## src/rtl/fb_port_arbiter.sv

```systemverilog
// Single-port frame-buffer BRAM arbiter for capture writes, display reads and
// edge-engine reads/writes, with aging and a read-return tag pipeline.
module fb_port_arbiter #(
  parameter int unsigned ADDR_W     = 17,
  parameter int unsigned DATA_W     = 12,
  parameter int unsigned RD_LAT     = 2,
  parameter int unsigned STARVE_MAX = 8
) (
  input  logic              sys_clk,
  input  logic              reset,
  input  logic              cap_valid,
  output logic              cap_ready,
  input  logic [ADDR_W-1:0] cap_addr,
  input  logic [DATA_W-1:0] cap_data,
  input  logic              disp_valid,
  output logic              disp_ready,
  input  logic [ADDR_W-1:0] disp_addr,
  output logic              disp_rvalid,
  output logic [DATA_W-1:0] disp_rdata,
  input  logic              edge_valid,
  output logic              edge_ready,
  input  logic              edge_we,
  input  logic [ADDR_W-1:0] edge_addr,
  input  logic [DATA_W-1:0] edge_wdata,
  output logic              edge_rvalid,
  output logic [DATA_W-1:0] edge_rdata,
  output logic              mem_en,
  output logic              mem_we,
  output logic [ADDR_W-1:0] mem_addr,
  output logic [DATA_W-1:0] mem_wdata,
  input  logic [DATA_W-1:0] mem_rdata,
  output logic [15:0]       cap_stall
);

  localparam int unsigned CNT_W  = $clog2(STARVE_MAX + 1);
  localparam int unsigned PIPE_D = RD_LAT + 1;

  logic [CNT_W-1:0]  disp_wait;
  logic [CNT_W-1:0]  edge_wait;
  logic              disp_urgent;
  logic              edge_urgent;
  logic              cap_gnt;
  logic              disp_gnt;
  logic              edge_gnt;
  logic [PIPE_D-1:0] tag_disp;
  logic [PIPE_D-1:0] tag_edge;

  // Fixed-priority grant with starved requesters promoted above capture
  always_comb begin
    disp_urgent = (disp_wait == CNT_W'(STARVE_MAX));
    edge_urgent = (edge_wait == CNT_W'(STARVE_MAX));
    cap_gnt     = 1'b0;
    disp_gnt    = 1'b0;
    edge_gnt    = 1'b0;
    if (!reset) begin
      if (disp_valid && disp_urgent)      disp_gnt = 1'b1;
      else if (edge_valid && edge_urgent) edge_gnt = 1'b1;
      else if (cap_valid)                 cap_gnt  = 1'b1;
      else if (disp_valid)                disp_gnt = 1'b1;
      else if (edge_valid)                edge_gnt = 1'b1;
    end
  end

  assign cap_ready  = cap_gnt;
  assign disp_ready = disp_gnt;
  assign edge_ready = edge_gnt;

  // Wait counters: count blocked cycles, saturate at the starvation limit
  always_ff @(posedge sys_clk) begin
    if (reset) begin
      disp_wait <= '0;
      edge_wait <= '0;
    end else begin
      if (!disp_valid || disp_gnt)
        disp_wait <= '0;
      else if (!disp_urgent)
        disp_wait <= disp_wait + CNT_W'(1);

      if (!edge_valid || edge_gnt)
        edge_wait <= '0;
      else if (!edge_urgent)
        edge_wait <= edge_wait + CNT_W'(1);
    end
  end

  // BRAM command register; address and write data hold on idle cycles
  always_ff @(posedge sys_clk) begin
    if (reset) begin
      mem_en    <= 1'b0;
      mem_we    <= 1'b0;
      mem_addr  <= '0;
      mem_wdata <= '0;
    end else begin
      mem_en <= cap_gnt | disp_gnt | edge_gnt;
      mem_we <= cap_gnt | (edge_gnt & edge_we);
      if (cap_gnt) begin
        mem_addr  <= cap_addr;
        mem_wdata <= cap_data;
      end else if (disp_gnt) begin
        mem_addr  <= disp_addr;
      end else if (edge_gnt) begin
        mem_addr  <= edge_addr;
        mem_wdata <= edge_wdata;
      end
    end
  end

  // Read-owner tags travel alongside the BRAM latency
  always_ff @(posedge sys_clk) begin
    if (reset) begin
      tag_disp <= '0;
      tag_edge <= '0;
    end else begin
      tag_disp <= {tag_disp[PIPE_D-2:0], disp_gnt};
      tag_edge <= {tag_edge[PIPE_D-2:0], edge_gnt & ~edge_we};
    end
  end

  assign disp_rvalid = tag_disp[PIPE_D-1];
  assign edge_rvalid = tag_edge[PIPE_D-1];
  assign disp_rdata  = mem_rdata;
  assign edge_rdata  = mem_rdata;

  always_ff @(posedge sys_clk) begin
    if (reset)
      cap_stall <= '0;
    else if (cap_valid && !cap_gnt && (cap_stall != 16'hFFFF))
      cap_stall <= cap_stall + 16'd1;
  end

endmodule

```

## config.mk

```make
export PLATFORM = sky130hd
export DESIGN_NAME = fb_port_arbiter
export DESIGN_NICKNAME = d
export VERILOG_FILES = /design/src/rtl/fb_port_arbiter.sv
export SDC_FILE = /design/constraint.sdc
export NUM_CORES = 1
export LEC_CHECK = 0
export CELL_PAD_IN_SITES_DETAIL_PLACEMENT = 0
export CELL_PAD_IN_SITES_GLOBAL_PLACEMENT = 2
export CORE_ASPECT_RATIO = 0.75
export CORE_UTILIZATION = 21
export CTS_BUF_LIST = sky130_fd_sc_hd__clkbuf_4 sky130_fd_sc_hd__clkbuf_8
export DETAILED_ROUTE_END_ITERATION = 7
export PLACE_DENSITY_LB_ADDON = 0.1
export SLEW_MARGIN = 0
export SYNTH_ARGS = -nofsm -noshare
export SYNTH_HDL_FRONTEND = slang
export SYNTH_SLANG_ARGS = --single-unit
```

## constraint.sdc

```tcl
create_clock -name sys_clk -period 2.3 [get_ports sys_clk]
set_clock_uncertainty 0.15 [all_clocks]
set_input_delay 0.46 -clock sys_clk [delete_from_list [all_inputs] [get_ports sys_clk]]
set_output_delay 0.46 -clock sys_clk [all_outputs]
set_load 0.01 [all_outputs]
```

==> flow_metrics.env <==
export IMPL_crit_arrival_ns=1.60
export IMPL_final_common_cell="clkdlybuf4s50_1"
export IMPL_coreArea_mm2=0.0137
export IMPL_cts_num_sinks=61
export IMPL_io_buffer_count=132
export IMPL_syn_inst=354
export IMPL_ys_ff_latch=61
export IMPL_vias=2983
export IMPL_violations="design-rule violations"
export IMPL_rsz0062_at_grt="no"
export IMPL_r2r_cells=10
export IMPL_hold_viol_final=0
export IMPL_status="finished with violations"
export IMPL_r2r_setup_slack_ns=0.21
export IMPL_synth_xor_area_share_pct=4.16
export IMPL_die_width_um=139
export IMPL_rows=37
export IMPL_utilization_pct=34.9
export IMPL_p_leak_nw=1.81
export IMPL_wl_per_cell_um=14.8
export IMPL_synth_simple_gate_area_share_pct=21.7
export IMPL_multi_input_area_mm2=0.00148
export IMPL_fmax_ghz=0.452
export IMPL_ys_warn_count=0
export IMPL_fin_cells=668
export IMPL_seq_area_frac_synth_pct=41.4
export IMPL_synth_cell_type_count=39
export IMPL_cts_tree="yes"
export IMPL_powerDensity_mw_per_mm2=561
export IMPL_fin_nets=587
export IMPL_synth_top_family_by_area="simple AND/OR/NAND/NOR gates"
export IMPL_synth_nets=452
export IMPL_dp_final_hpwl_um=7060
export IMPL_cts_hold_buf=0
export IMPL_gp_congestion=0.703
export IMPL_ir_worst_vdd_mv=0.204
export IMPL_initial_core_util_pct=21.5
export IMPL_relSlewSlack_pct=72.6
export IMPL_io_pins=169
export IMPL_yosysTopAreaCell="dfxtp_1"
export IMPL_r2r_end="mem_addr[7]"
export IMPL_synth_compound_area_share_pct=19.4
export IMPL_layout_common_cells="127 x clkdlybuf4s50_1, 58 x dfxtp_1, 49 x nand2_1"
export IMPL_crit_type="reg2out"
export IMPL_holdPathStages=1
export IMPL_syn_to_final_growth_pct=62.3
export IMPL_ant_nets=0
export IMPL_setup_viol=0
export IMPL_h_tree_depth=3
export IMPL_numCtsBuffers=9
export IMPL_hold_end="tag_disp[2]"
export IMPL_ys_top_cells_by_area="dfxtp_1 41%, buf_4 6.6%, nand2_1 6.2%"
export IMPL_grt_usage_pct=14.3
export IMPL_antenna_found_initial=0
export IMPL_drive_gt1_share_pct=14.2
export IMPL_ys_async_sr_fraction_pct=0
export IMPL_worstHoldStart="tag_disp[1]"
export IMPL_setup_worst_path_end_class="primary output"
export IMPL_avgSynthCellArea_um2=8.32
export IMPL_fillCellCount=1422
export IMPL_holdWs_ns=0.284
export IMPL_die_h_um=105
export IMPL_worstSkewPairLatency_ns=0.34
export IMPL_cp_max_fo=2
export IMPL_cts_buffer_depth=2
export IMPL_die_area_mm2=0.0145
export IMPL_synth_main_ff_cell="dfxtp_1"
export IMPL_synth_edff_count=0
export IMPL_regArea_mm2=0.00122
export IMPL_grt_max_degree=32
export IMPL_routed_wirelength_um=9890
export IMPL_critical_path_required_ns=1.69
export IMPL_dp_cells=651
export IMPL_cts_root_buf="clkbuf_8"
export IMPL_slew_viol_final=0
export IMPL_via_per_inst=4.47
export IMPL_synth_area_mm2=0.00295
export IMPL_fin_crit_sh_pct=96.1
export IMPL_yosys_area_share_adder_pct=2.12
export IMPL_antennaDiodeCount=0
export IMPL_hp_class="reg2reg"
export IMPL_synth_top_area_share_pct=41.4
export IMPL_dr_pass1_iters=6
export IMPL_synthMuxAreaShare_pct=1.06
export IMPL_worst_slew_pin_slew_ns=0.409
export IMPL_grt_pass1_vias=3039
export IMPL_r2r_start="disp_wait[0]"
export IMPL_maxCapViolCount=0
export IMPL_drc=11
export IMPL_drt_iter0_drc=141
export IMPL_startpoint_type="flop"
export IMPL_overflow=0
export IMPL_grt_pass1_wl_um=16100
export IMPL_cts_clk_slew_worst_paths_ns=0.07
export IMPL_fin_crit_ns=2.21
[per-stage QoR]
| step | power (mW) | setup slack (ns) | area (um^2) | setup TNS (ns) |
|---|---|---|---|---|
| floorplan | 1.38 | 0.202 | 2950 | 0 |
| global placement | 1.68 | -0.398 | 4510 | -3.36 |
| detailed placement | 1.68 | -0.414 | 4510 | -4.30 |
| CTS | 2.73 | 0.00298 | 4740 | 0 |
| global route | 2.83 | 0.00791 | 4780 | 0 |
| finish | 2.68 | 0.0886 | 4780 | 0 |
[worst max path at each step]
stage	cells after the start	startpoint	end	slack (ns)
6_report	7	disp_wait[0]	edge_ready	0.09
5_1_grt	7	edge_wait[0]	disp_ready	0.008
4_1_cts	7	disp_wait[0]	edge_ready	0.003
3_5_place_dp	6	disp_valid	cap_ready	-0.41
3_3_place_gp	6	disp_valid	cap_ready	-0.40
2_1_floorplan	7	disp_wait[0]	disp_ready	0.20
[where the power goes]
part	leakage, nW	internal (mW)	switching [mW]	total [mW]
clock	0.107	0.592	0.432	1.02
combinational	1.20	0.307	0.206	0.512
sequential	0.503	1.12	0.0298	1.15
total	1.81	2.01	0.667	2.68
[area by class of cell]
cell class	count	share of cell area (%)
Inverter	9	0.706
Clock inverter	1	0.628
Timing Repair Buffer	166	33.9
Tap cell	175	4.58
Sequential cell	61	25.6
Multi-Input combinational cell	242	30.9
Clock buffer	14	3.64
[synthesized netlist by cell type, drive strengths merged, types with 7 or more instances]
library cell and count:
nand2 49, nand3 11, buf 35, a311oi 12, xor2 10, inv 9, clkbuf 7, nor2 36
o21ai 42, dfxtp 61, nor2b 7, a221oi 17, a21oi 7
[state kept, by name, summed over array words and instances (netlist names)]
| register | flops |
|---|---|
| disp_wait | 4 |
| mem_wdata | 12 |
| tag_disp | 3 |
| mem_addr | 17 |
| edge_wait | 4 |
| tag_edge | 3 |
| mem_en | 1 |
| cap_stall | 16 |
| mem_we | 1 |
[logic make-up after synthesis]
family / after synthesis
compound gates: 86
xor+xnor: 14
fa+ha+maj: 5
buf+inv: 51
flops: 61
mux: 3
simple gates: 134
[critical path: stages (launching register included)]
cell and delay (ns):
dfxtp_2 0.33, inv_2 0.05, ha_4 0.15, and4b_1 0.19
nor2_2 0.14, buf_4 0.13, and3_4 0.18, buf_6 0.10
[repair_timing]
item | CTS | global route
pin swaps | 5 | 3
gates resized for setup | 18 | 13
setup endpoints to repair | 3 | 5
setup buffers | 2 | 0
gates cloned | 0 | 0
[per-layer routing]
layer	GRT usage, %	vias up	share of wire [%]
met5	0	-	0
met4	4.29	0	1.1
met3	4.49	9	6.7
met2	22.3	92	44
met1	18.7	1379	48
li1	-	1503	-
(Power assumes the default switching activity.)
